$ cat config.mk
export PLATFORM = sky130hd
export DESIGN_NAME = can_btl_flat
export DESIGN_NICKNAME = d
export VERILOG_FILES = /design/src/rtl/can_btl_pkg.sv /design/src/rtl/can_btl_if.sv /design/src/rtl/can_btl_rx_sync.sv /design/src/rtl/can_btl.sv /design/src/flat_wrapper.sv
export SDC_FILE = /design/constraint.sdc
export NUM_CORES = 1
export LEC_CHECK = 0
export ABC_AREA = 1
export BUFFER_PORTS_ARGS = -buffer_cell sky130_fd_sc_hd__buf_2
export CAP_MARGIN = 20
export CORE_ASPECT_RATIO = 0.7
export CORE_MARGIN = 5
export CORE_UTILIZATION = 55
export DETAILED_ROUTE_END_ITERATION = 16
export PLACE_DENSITY = 0.8
export SLEW_MARGIN = 5
export SYNTH_ARGS = -nofsm -noshare
export SYNTH_HDL_FRONTEND = slang
export SYNTH_HIERARCHICAL = 1
export SYNTH_SLANG_ARGS = --single-unit
$ cat constraint.sdc
create_clock -name clk -period 8.8 [get_ports clk]
set_input_delay 0.44 -clock clk [delete_from_list [all_inputs] [get_ports clk]]
set_output_delay 0.44 -clock clk [all_outputs]
set_load 0.02 [all_outputs]
$ cat src/rtl/can_btl_pkg.sv
// rtl/can_btl_pkg.sv - CAN bit timing widths, segment states and default timing config
package can_btl_pkg;

  localparam int BRP_W   = 6;
  localparam int TSEG1_W = 4;
  localparam int TSEG2_W = 3;
  localparam int SJW_W   = 2;
  // One extra bit so tseg1 + ext never wraps
  localparam int TQ_W    = ((TSEG1_W > TSEG2_W) ? TSEG1_W : TSEG2_W) + 1;

  typedef enum logic [1:0] {
    ST_SYNC  = 2'd0,
    ST_TSEG1 = 2'd1,
    ST_TSEG2 = 2'd2
  } btl_state_e;

  localparam logic [BRP_W-1:0]   DEF_BRP   = '0;
  localparam logic [TSEG1_W-1:0] DEF_TSEG1 = 4'd7;
  localparam logic [TSEG2_W-1:0] DEF_TSEG2 = 3'd4;
  localparam logic [SJW_W-1:0]   DEF_SJW   = 2'd0;

endpackage

$ cat src/rtl/can_btl_if.sv
// rtl/can_btl_if.sv - bus pin, timing config and strobe bundle between controller and bit timing
interface can_btl_if;
  import can_btl_pkg::*;

  logic               rx_in;
  logic               hard_sync_en;
  logic [BRP_W-1:0]   cfg_brp;
  logic [TSEG1_W-1:0] cfg_tseg1;
  logic [TSEG2_W-1:0] cfg_tseg2;
  logic [SJW_W-1:0]   cfg_sjw;
  logic               sample_point;
  logic               tx_point;
  logic               rx_bit;
  logic               hard_sync;

  modport master (
    output rx_in, hard_sync_en, cfg_brp, cfg_tseg1, cfg_tseg2, cfg_sjw,
    input  sample_point, tx_point, rx_bit, hard_sync
  );

  modport slave (
    input  rx_in, hard_sync_en, cfg_brp, cfg_tseg1, cfg_tseg2, cfg_sjw,
    output sample_point, tx_point, rx_bit, hard_sync
  );

endinterface

$ cat src/rtl/can_btl_rx_sync.sv
// rtl/can_btl_rx_sync.sv - two-flop RX synchroniser with recessive-to-dominant edge detect
module can_btl_rx_sync (
  input  logic clk,
  input  logic rst,
  input  logic rx_in,
  output logic rx_s,
  output logic fall
);

  logic s1_q, s1_d, s2_q, s2_d, d_q, d_d;

  always_comb begin
    s1_d = rx_in;
    s2_d = s1_q;
    d_d  = s2_q;
  end

  // Reset to recessive so leaving reset never looks like an edge
  always_ff @(posedge clk) begin
    if (rst) begin
      s1_q <= 1'b1;
      s2_q <= 1'b1;
      d_q  <= 1'b1;
    end else begin
      s1_q <= s1_d;
      s2_q <= s2_d;
      d_q  <= d_d;
    end
  end

  assign rx_s = s2_q;
  assign fall = d_q & ~s2_q;

endmodule

$ cat src/rtl/can_btl.sv
// rtl/can_btl.sv - CAN bit timing: tq prescaler, SYNC/TSEG1/TSEG2 sequencer, hard sync and resync
module can_btl
  import can_btl_pkg::*;
(
  input  logic     clk,
  input  logic     rst,
  can_btl_if.slave bus
);

  btl_state_e         state_q, state_d;
  logic [BRP_W-1:0]   pcnt_q, pcnt_d, brp_q, brp_d;
  logic [TSEG1_W-1:0] tseg1_q, tseg1_d;
  logic [TSEG2_W-1:0] tseg2_q, tseg2_d;
  logic [SJW_W-1:0]   sjw_q, sjw_d;
  logic [TQ_W-1:0]    tq_cnt_q, tq_cnt_d, ext_q, ext_d, shr_q, shr_d;
  logic               sync_allowed_q, sync_allowed_d;
  logic               sample_point_q, sample_point_d, tx_point_q, tx_point_d;
  logic               rx_bit_q, rx_bit_d, hard_sync_q, hard_sync_d;

  logic               rx_s, fall, tq_tick, enter_sync, sync_ok;
  logic [TQ_W-1:0]    ext_n, shr_n, e_val, r_val, sjw_p1;

  can_btl_rx_sync u_rx_sync (
    .clk   (clk),
    .rst   (rst),
    .rx_in (bus.rx_in),
    .rx_s  (rx_s),
    .fall  (fall)
  );

  assign tq_tick = (pcnt_q == brp_q);
  assign sync_ok = fall & sync_allowed_q;

  always_comb begin
    state_d        = state_q;
    pcnt_d         = tq_tick ? '0 : pcnt_q + 1'b1;
    tq_cnt_d       = tq_cnt_q;
    ext_d          = ext_q;
    shr_d          = shr_q;
    brp_d          = brp_q;
    tseg1_d        = tseg1_q;
    tseg2_d        = tseg2_q;
    sjw_d          = sjw_q;
    sync_allowed_d = sync_allowed_q;
    sample_point_d = 1'b0;
    tx_point_d     = 1'b0;
    hard_sync_d    = 1'b0;
    rx_bit_d       = rx_bit_q;
    enter_sync     = 1'b0;
    sjw_p1         = TQ_W'(sjw_q) + 1'b1;
    e_val          = tq_cnt_q + 1'b1;
    r_val          = TQ_W'(tseg2_q) - tq_cnt_q;
    ext_n          = ext_q;
    shr_n          = shr_q;

    if (sync_ok && bus.hard_sync_en) begin
      state_d        = ST_TSEG1;
      pcnt_d         = '0;
      tq_cnt_d       = '0;
      ext_d          = '0;
      shr_d          = '0;
      hard_sync_d    = 1'b1;
      sync_allowed_d = 1'b0;
    end else if (sync_ok && state_q == ST_TSEG2 && r_val <= TQ_W'(sjw_q)) begin
      // Edge late enough in phase 2 that the bit simply ends here
      enter_sync     = 1'b1;
      pcnt_d         = '0;
      sync_allowed_d = 1'b0;
    end else begin
      if (sync_ok && state_q == ST_TSEG1) begin
        ext_n          = (e_val < sjw_p1) ? e_val : sjw_p1;
        sync_allowed_d = 1'b0;
      end
      if (sync_ok && state_q == ST_TSEG2) begin
        shr_n          = sjw_p1;
        sync_allowed_d = 1'b0;
      end
      ext_d = ext_n;
      shr_d = shr_n;
      if (tq_tick) begin
        case (state_q)
          ST_SYNC: begin
            state_d  = ST_TSEG1;
            tq_cnt_d = '0;
          end
          ST_TSEG1: begin
            if (tq_cnt_q == TQ_W'(tseg1_q) + ext_n) begin
              state_d        = ST_TSEG2;
              tq_cnt_d       = '0;
              sample_point_d = 1'b1;
              rx_bit_d       = rx_s;
              sync_allowed_d = 1'b1;
            end else begin
              tq_cnt_d = tq_cnt_q + 1'b1;
            end
          end
          ST_TSEG2: begin
            if (tq_cnt_q == TQ_W'(tseg2_q) - shr_n) enter_sync = 1'b1;
            else tq_cnt_d = tq_cnt_q + 1'b1;
          end
          default: state_d = ST_SYNC;
        endcase
      end
    end

    // Config only takes effect from the start of a bit
    if (enter_sync) begin
      state_d    = ST_SYNC;
      tq_cnt_d   = '0;
      ext_d      = '0;
      shr_d      = '0;
      tx_point_d = 1'b1;
      brp_d      = bus.cfg_brp;
      tseg1_d    = bus.cfg_tseg1;
      tseg2_d    = bus.cfg_tseg2;
      sjw_d      = bus.cfg_sjw;
    end
  end

  always_ff @(posedge clk) begin
    if (rst) begin
      state_q        <= ST_SYNC;
      pcnt_q         <= '0;
      tq_cnt_q       <= '0;
      ext_q          <= '0;
      shr_q          <= '0;
      brp_q          <= DEF_BRP;
      tseg1_q        <= DEF_TSEG1;
      tseg2_q        <= DEF_TSEG2;
      sjw_q          <= DEF_SJW;
      sync_allowed_q <= 1'b1;
      sample_point_q <= 1'b0;
      tx_point_q     <= 1'b0;
      hard_sync_q    <= 1'b0;
      rx_bit_q       <= 1'b1;
    end else begin
      state_q        <= state_d;
      pcnt_q         <= pcnt_d;
      tq_cnt_q       <= tq_cnt_d;
      ext_q          <= ext_d;
      shr_q          <= shr_d;
      brp_q          <= brp_d;
      tseg1_q        <= tseg1_d;
      tseg2_q        <= tseg2_d;
      sjw_q          <= sjw_d;
      sync_allowed_q <= sync_allowed_d;
      sample_point_q <= sample_point_d;
      tx_point_q     <= tx_point_d;
      hard_sync_q    <= hard_sync_d;
      rx_bit_q       <= rx_bit_d;
    end
  end

  assign bus.sample_point = sample_point_q;
  assign bus.tx_point     = tx_point_q;
  assign bus.rx_bit       = rx_bit_q;
  assign bus.hard_sync    = hard_sync_q;

endmodule
$ cat src/flat_wrapper.sv
// flat-port wrapper written by rule: the top's interface ports become plain ports
module can_btl_flat import can_btl_pkg::*;
  (clk, rst, bus_rx_in, bus_hard_sync_en, bus_cfg_brp, bus_cfg_tseg1, bus_cfg_tseg2, bus_cfg_sjw, bus_sample_point, bus_tx_point, bus_rx_bit, bus_hard_sync);
  can_btl_if bus_i ();
  input  logic clk;
  input  logic rst;
  input wire logic [$bits(bus_i.rx_in)-1:0] bus_rx_in;
  input wire logic [$bits(bus_i.hard_sync_en)-1:0] bus_hard_sync_en;
  input wire logic [$bits(bus_i.cfg_brp)-1:0] bus_cfg_brp;
  input wire logic [$bits(bus_i.cfg_tseg1)-1:0] bus_cfg_tseg1;
  input wire logic [$bits(bus_i.cfg_tseg2)-1:0] bus_cfg_tseg2;
  input wire logic [$bits(bus_i.cfg_sjw)-1:0] bus_cfg_sjw;
  output wire logic [$bits(bus_i.sample_point)-1:0] bus_sample_point;
  output wire logic [$bits(bus_i.tx_point)-1:0] bus_tx_point;
  output wire logic [$bits(bus_i.rx_bit)-1:0] bus_rx_bit;
  output wire logic [$bits(bus_i.hard_sync)-1:0] bus_hard_sync;
  assign bus_i.rx_in = bus_rx_in;
  assign bus_i.hard_sync_en = bus_hard_sync_en;
  assign bus_i.cfg_brp = bus_cfg_brp;
  assign bus_i.cfg_tseg1 = bus_cfg_tseg1;
  assign bus_i.cfg_tseg2 = bus_cfg_tseg2;
  assign bus_i.cfg_sjw = bus_cfg_sjw;
  assign bus_sample_point = bus_i.sample_point;
  assign bus_tx_point = bus_i.tx_point;
  assign bus_rx_bit = bus_i.rx_bit;
  assign bus_hard_sync = bus_i.hard_sync;
  can_btl u_core (.clk(clk), .rst(rst), .bus(bus_i));
endmodule
==> results of run 1 <==
[path summary, 6_finish.rpt]
kind	end	from
setup / recovery	u_core/state_q[0]$_SDFFE_PP0P_	u_core/tq_cnt_q[0]$_SDFFE_PP0P_
hold / removal	u_core/u_rx_sync/s1_q$_SDFF_PP1_	bus_rx_in
setup reg to reg	u_core/state_q[0]$_SDFFE_PP0P_	u_core/tq_cnt_q[0]$_SDFFE_PP0P_
hold reg to reg	u_core/u_rx_sync/rx_s$_SDFF_PP1_	u_core/u_rx_sync/s1_q$_SDFF_PP1_
[routing by layer]
layer  global-route usage  up-vias  wire [µm]
met1                0.321     1146       3190
met3               0.0429        4        544
met2                0.287       86       2600
met4               0.0410        0         42
met5                    0        -          0
li1                     -     1365          -
[power breakdown]
part	internal [mW]	switching, mW	total, mW
clock network	0.0909	0.0668	0.158
logic	0.0161	0.0257	0.0418
registers	0.211	0.00288	0.213
[registers in the layout (all words and copies together), names as in the netlist]
signal,count
u_core/brp_q,6
u_core/pcnt_q,6
u_core/ext_q,5
u_core/shr_q,5
u_core/tq_cnt_q,5
u_core/tseg1_q,4
u_core/tseg2_q,3
u_core/sjw_q,2
u_core/state_q,2
u_core/bus.hard_sync,1
u_core/bus.rx_bit,1
u_core/bus.sample_point,1
u_core/bus.tx_point,1
u_core/sync_allowed_q,1
u_core/u_rx_sync/d_q,1
u_core/u_rx_sync/rx_s,1
u_core/u_rx_sync/s1_q,1
[logic make-up (layout without fill, tap and decap cells)]
logic type                 after synthesis  count (layout)
and+or+nand+nor                        239             239
buffers and inverters                   77             102
DFF                                     46              46
AOI/OAI and AO/OA                       29              29
adders and majority gates               24              24
xor gates and xnor gates                11              11
[critical path, stage by stage (launching register included)]
cell and delay [ns]:
dfxtp_1 0.51, ha_1 0.22, nor2_1 0.04, nor2_1 0.25, ha_1 0.28, nand2_1 0.06, nand2_1 0.06, nor2_1 0.24
o21ai_0 0.17, o22ai_1 0.13, inv_1 0.07, ha_1 0.21, fa_1 0.51, inv_1 0.05, nand2_1 0.05, nand2_1 0.05
nor2_1 0.09, nand2_1 0.05, nor2_1 0.14, nand2_1 0.15, nand2_1 0.13, nand3_1 0.10, nand2_1 0.07, nand3_1 0.06
nand2_1 0.07, inv_2 0.03
[area by class of cell]
class / instances / area, µm²
clock inverter: 1 / 30.0
clock buffer: 6 / 82.6
timing repair buffer: 22 / 110
sequential: 46 / 921
fill: 468 / 1780
multi-input combinational: 303 / 1600
inverter: 73 / 274
tap: 69 / 86.3
[cells in the final DEF (no fill, tap or decap), drive strengths merged]
cell and n:
buf 22, xor2 11, nor3b 1, o22ai 2, inv 72, nand4 5
ha 21, o21ai 10, nor3 3, or2 3, nand3 36, clkinv 1
clkbuf 6, dfxtp 46, nand2 151, nor2 36, o211ai 1, bufinv 1
a21oi 16, nand3b 4, fa 3
[metrics by stage]
step | total power, mW | hold slack (ns) | cells | instance area [µm²]
2_1_floorplan | 0.248 | 0.380 | 426 | 2830
3_3_place_gp | 0.258 | 0.383 | 513 | 2990
3_5_place_dp | 0.259 | 0.398 | 513 | 2990
4_1_cts | 0.418 | 0.317 | 520 | 3100
5_1_grt | 0.436 | 0.333 | 520 | 3100
6_report | 0.413 | 0.323 | 520 | 3100
==> flow_metrics.env, run 1 <==
export IMPL_yosys_area_share_adder=0.114
export IMPL_startpoint_type="register"
export IMPL_rsz0062_at_grt="false"
export IMPL_status="complete, no violations"
export IMPL_syn_cell_area_um2=2830
export IMPL_wl_per_cell_um=12.3
export IMPL_fin_ws_ns=4.92
export IMPL_synth_common_cells="nand2_1, inv_1, dfxtp_1, nor2_1, nand3_1"
export IMPL_reg2reg_slack_ns=4.92
export IMPL_fp_row_count=21
export IMPL_max_cap_violations=0
export IMPL_ctsHoldBuffers=0
export IMPL_synthFlopType="dfxtp_1"
export IMPL_fmaxAchievable_ghz=0.258
export IMPL_dp_hpwl_mm=5.03
export IMPL_die_h_um=70.0
export IMPL_yosysTopAreaCellShare=0.326
export IMPL_ant_nets=0
export IMPL_drive_gt1_frac=0.106
export IMPL_synth_top_family_by_area="simple AND/OR/NAND/NOR gates"
export IMPL_tns_ns=0
export IMPL_cts_buffer_depth=2
export IMPL_grt_pass1_wl_mm=10.9
export IMPL_cts_root_buffer="clkbuf_8"
export IMPL_syn_inst=426
export IMPL_clock_skew_ns=0.00374
export IMPL_path_clk_slew_ns=0.08
export IMPL_portBuffers=22
export IMPL_ctsResizeCount=0
export IMPL_hold_path_class="in -> reg"
export IMPL_grt_ovfl_total=0
export IMPL_nets=494
export IMPL_grt_pass1_vias=2351
export IMPL_viasPerCell=5.00
export IMPL_finalWirelength_mm=6.38
export IMPL_postCtsSetupBuffers=0
export IMPL_ctsHtreeMaxLevel=2
export IMPL_syn_avg_cell_area_um2=6.64
export IMPL_synth_edf_count=0
export IMPL_relSlewSlack=0.637
export IMPL_period_minus_slack_ns=3.88
export IMPL_worst_ep_required_time_ns=9.00
export IMPL_yosysWarnings=6
export IMPL_synth_fp_nets=469
export IMPL_slew_violations=0
export IMPL_finalCritPeriodShare=0.441
export IMPL_synth_largest_area_cell="dfxtp_1"
export IMPL_area_growth_syn_to_layout_pct=9.69
export IMPL_coreArea_um2=4890
export IMPL_die_w_um=95.7
export IMPL_cp_max_fo=9
export IMPL_r2r_cells=25
export IMPL_setup_viol=0
export IMPL_p_leak_nw=1.65
export IMPL_cts_tree="built"
export IMPL_p_per_area_nw_per_um2=133
export IMPL_num_antenna_cells=0
export IMPL_clock_latency_ns=0.29
export IMPL_place_congestion=0.908
export IMPL_cts_made_buffers=5
export IMPL_yosysUniqueCellTypes=27
export IMPL_vias=2601
export IMPL_start_util=0.579
export IMPL_synthMuxAreaShare=0
export IMPL_route_detailed_drc=0
export IMPL_detail_route_first_pass_iterations=5
export IMPL_grt_total_usage=0.206
export IMPL_cp_arrival_ns=4.07
export IMPL_grt_max_degree=17
export IMPL_finish_utilization=0.635
export IMPL_synth_xor_area_share=0.0341
export IMPL_crit_path_end_kind="register"
export IMPL_ys_seq_area_frac=0.326
export IMPL_synth_simple_area_share=0.364
export IMPL_cts_sinks=46
export IMPL_dieArea_um2=6700
export IMPL_synth_seq_cells=46
export IMPL_critPathKind="reg -> reg"
export IMPL_worstMarginPinSlew_ns=0.543
export IMPL_hold_viol=0
export IMPL_dpl_worst_slack_ns=4.99
export IMPL_hold_depth=3
export IMPL_vdd_ir_drop_worst_mv=0.109
export IMPL_antenna_found_initial=0
export IMPL_synth_top_cells_by_area="dfxtp_1, nand2_1, ha_1"
export IMPL_ys_async_sr_fraction=0
export IMPL_synth_compound_area_share=0.0531
export IMPL_ioPinCount=23
export IMPL_yosysMostFrequentCell="nand2_1"
export IMPL_dr_first_iter_drc_count=148
Note: power is estimated with default switching activity, not from simulation.
==> run 2, diff against run 1 <==
clock period = 3.9 ns   (was 8.8 ns; I/O delays follow)
==> flow_metrics.env, run 2 (synthesis results as in run 1) <==
export IMPL_status="complete, no violations"
export IMPL_grt_max_degree=17
export IMPL_worst_ep_required_time_ns=4.09
export IMPL_vias=2589
export IMPL_dp_hpwl_mm=5.11
export IMPL_largestRegisters="u_core/brp_q (6), u_core/pcnt_q (6)"
export IMPL_relSlewSlack=0.739
export IMPL_cp_common_cell="nand2_1"
export IMPL_r2r_cells=26
export IMPL_grt_ovfl_total=0
export IMPL_tns_ns=0
export IMPL_worstMarginPinSlew_ns=0.392
export IMPL_coreArea_um2=4890
export IMPL_setup_viol=0
export IMPL_postCtsSetupBuffers=0
export IMPL_ant_nets=0
export IMPL_internal_power_mw=0.708
export IMPL_clock_latency_ns=0.30
export IMPL_hold_path_class="in -> reg"
export IMPL_slew_violations=0
export IMPL_p_per_area_nw_per_um2=296
export IMPL_viasPerCell=4.91
export IMPL_rsz0062_at_grt="false"
export IMPL_crit_path_end_kind="register"
export IMPL_die_w_um=95.7
export IMPL_cts_root_buffer="clkbuf_8"
export IMPL_cp_endpoint="u_core/state_q[0]$_SDFFE_PP0P_"
export IMPL_path_clk_slew_ns=0.07
export IMPL_slowest_stage="fa_1"
export IMPL_startpoint_type="register"
export IMPL_cts_buffer_depth=2
export IMPL_dieArea_um2=6700
export IMPL_final_common_cell="nand2_1"
export IMPL_place_congestion=0.975
export IMPL_finish_utilization=0.643
export IMPL_cts_tree="built"
export IMPL_ctsHtreeMaxLevel=2
export IMPL_worst_path_buf_inv=3
export IMPL_grt_total_usage=0.207
export IMPL_critical_path_top_delay_family="simple AND/OR/NAND/NOR gates"
export IMPL_reg2reg_slack_ns=0.38
export IMPL_hold_viol=0
export IMPL_crit_path_max_incr_delay_ns=0.38
export IMPL_crit_start="u_core/tq_cnt_q[0]$_SDFFE_PP0P_"
export IMPL_clockPowerShare=0.374
export IMPL_p_sw_frac=0.239
export IMPL_power_switching_mw=0.222
export IMPL_reg2reg_to="u_core/state_q[0]$_SDFFE_PP0P_"
export IMPL_fp_row_count=21
export IMPL_ioPinCount=23
export IMPL_critPathKind="reg -> reg"
export IMPL_antenna_found_initial=0
export IMPL_route_detailed_drc=0
export IMPL_drive_gt1_frac=0.118
export IMPL_cp_arrival_ns=3.71
export IMPL_cts_made_buffers=5
export IMPL_num_antenna_cells=0
export IMPL_finalWirelength_mm=6.50
export IMPL_grt_pass1_wl_mm=10.9
export IMPL_dr_first_iter_drc_count=234
export IMPL_cp_max_fo=5
export IMPL_max_cap_violations=0
export IMPL_period_minus_slack_ns=3.52
export IMPL_seqPwrFrac=0.516
export IMPL_finalCritPeriodShare=0.902
export IMPL_combPwrFrac=0.110
export IMPL_portBuffers=22
export IMPL_vdd_ir_drop_worst_mv=0.216
export IMPL_worst_path_stages=26
export IMPL_cts_sinks=46
export IMPL_die_h_um=70.0
export IMPL_area_growth_syn_to_layout_pct=11.1
export IMPL_nets=500
export IMPL_layout_common_cells="nand2_1, inv_1, dfxtp_1, nand3_1, nor2_1"
export IMPL_detail_route_first_pass_iterations=6
export IMPL_clock_skew_ns=0.0157
export IMPL_wl_per_cell_um=12.3
export IMPL_r2r_start="u_core/tq_cnt_q[0]$_SDFFE_PP0P_"
export IMPL_start_util=0.579
export IMPL_fmaxAchievable_ghz=0.284
export IMPL_p_leak_nw=1.67
export IMPL_grt_pass1_vias=2290
-- run 2: changes by cell type in the layout (fill, tap and decap cells not counted), sizes merged --
cell | before | now
clkbuf | 6 | 7
buf | 22 | 28
-- run 2: timing repair --
item / in CTS / in global routing
endpoints found under the setup margin: 0 / 1
gates resized for setup: 0 / 1
hold buffers: 0 / 0
-- run 2: worst min path at each step --
stage                         start                               end  depth (start not counted)
after floorplan                 rst   u_core/bus.hard_sync$_SDFF_PP0_                          1
after global placement    bus_rx_in  u_core/u_rx_sync/s1_q$_SDFF_PP1_                          3
after detailed placement  bus_rx_in  u_core/u_rx_sync/s1_q$_SDFF_PP1_                          3
after CTS                 bus_rx_in  u_core/u_rx_sync/s1_q$_SDFF_PP1_                          3
after global routing      bus_rx_in  u_core/u_rx_sync/s1_q$_SDFF_PP1_                          3
final                     bus_rx_in  u_core/u_rx_sync/s1_q$_SDFF_PP1_                          3
-- run 2: per-layer routing --
metal | vias up | GRT usage | share of wire
met5 | - | 0 | 0
met4 | 0 | 0.0473 | 0.0074
met3 | 5 | 0.0483 | 0.076
met2 | 74 | 0.290 | 0.40
met1 | 1124 | 0.316 | 0.51
li1 | 1386 | - | -
-- run 2: power groups by stage --
stage               clock, mW  combinational (mW)  sequential, mW
global placement            0              0.0990           0.491
global route            0.378               0.118           0.481
detailed placement          0               0.100           0.491
CTS                     0.355               0.101           0.480
floorplan                   0              0.0687           0.492
finish                  0.348               0.102           0.480
-- run 2: metrics by stage --
step                setup slack [ns]  instance area (µm²)  std cells  power (mW)  hold WS [ns]
finish                         0.381                 3140        527       0.930        0.0764
global route                  0.0443                 3140        527       0.977        0.0717
CTS                            0.393                 3140        527       0.936        0.0671
detailed placement             0.407                 3040        519       0.591         0.374
global placement               0.459                 3040        519       0.590         0.372
floorplan                      0.514                 2830        426       0.560         0.279
-- run 2: tightest hold or removal path, stage by stage --
cell	delay, ns
buf_2	0.07
inv_1	0.03
nand2_1	0.04
-- run 2: cell type report --
cell class | instances | area, µm²
multi-input combinational | 303 | 1600
timing repair buffer | 28 | 155
clock inverter | 1 | 30.0
clock buffer | 7 | 76.3
sequential | 46 | 921
tap | 69 | 86.3
fill | 456 | 1740
inverter | 73 | 274
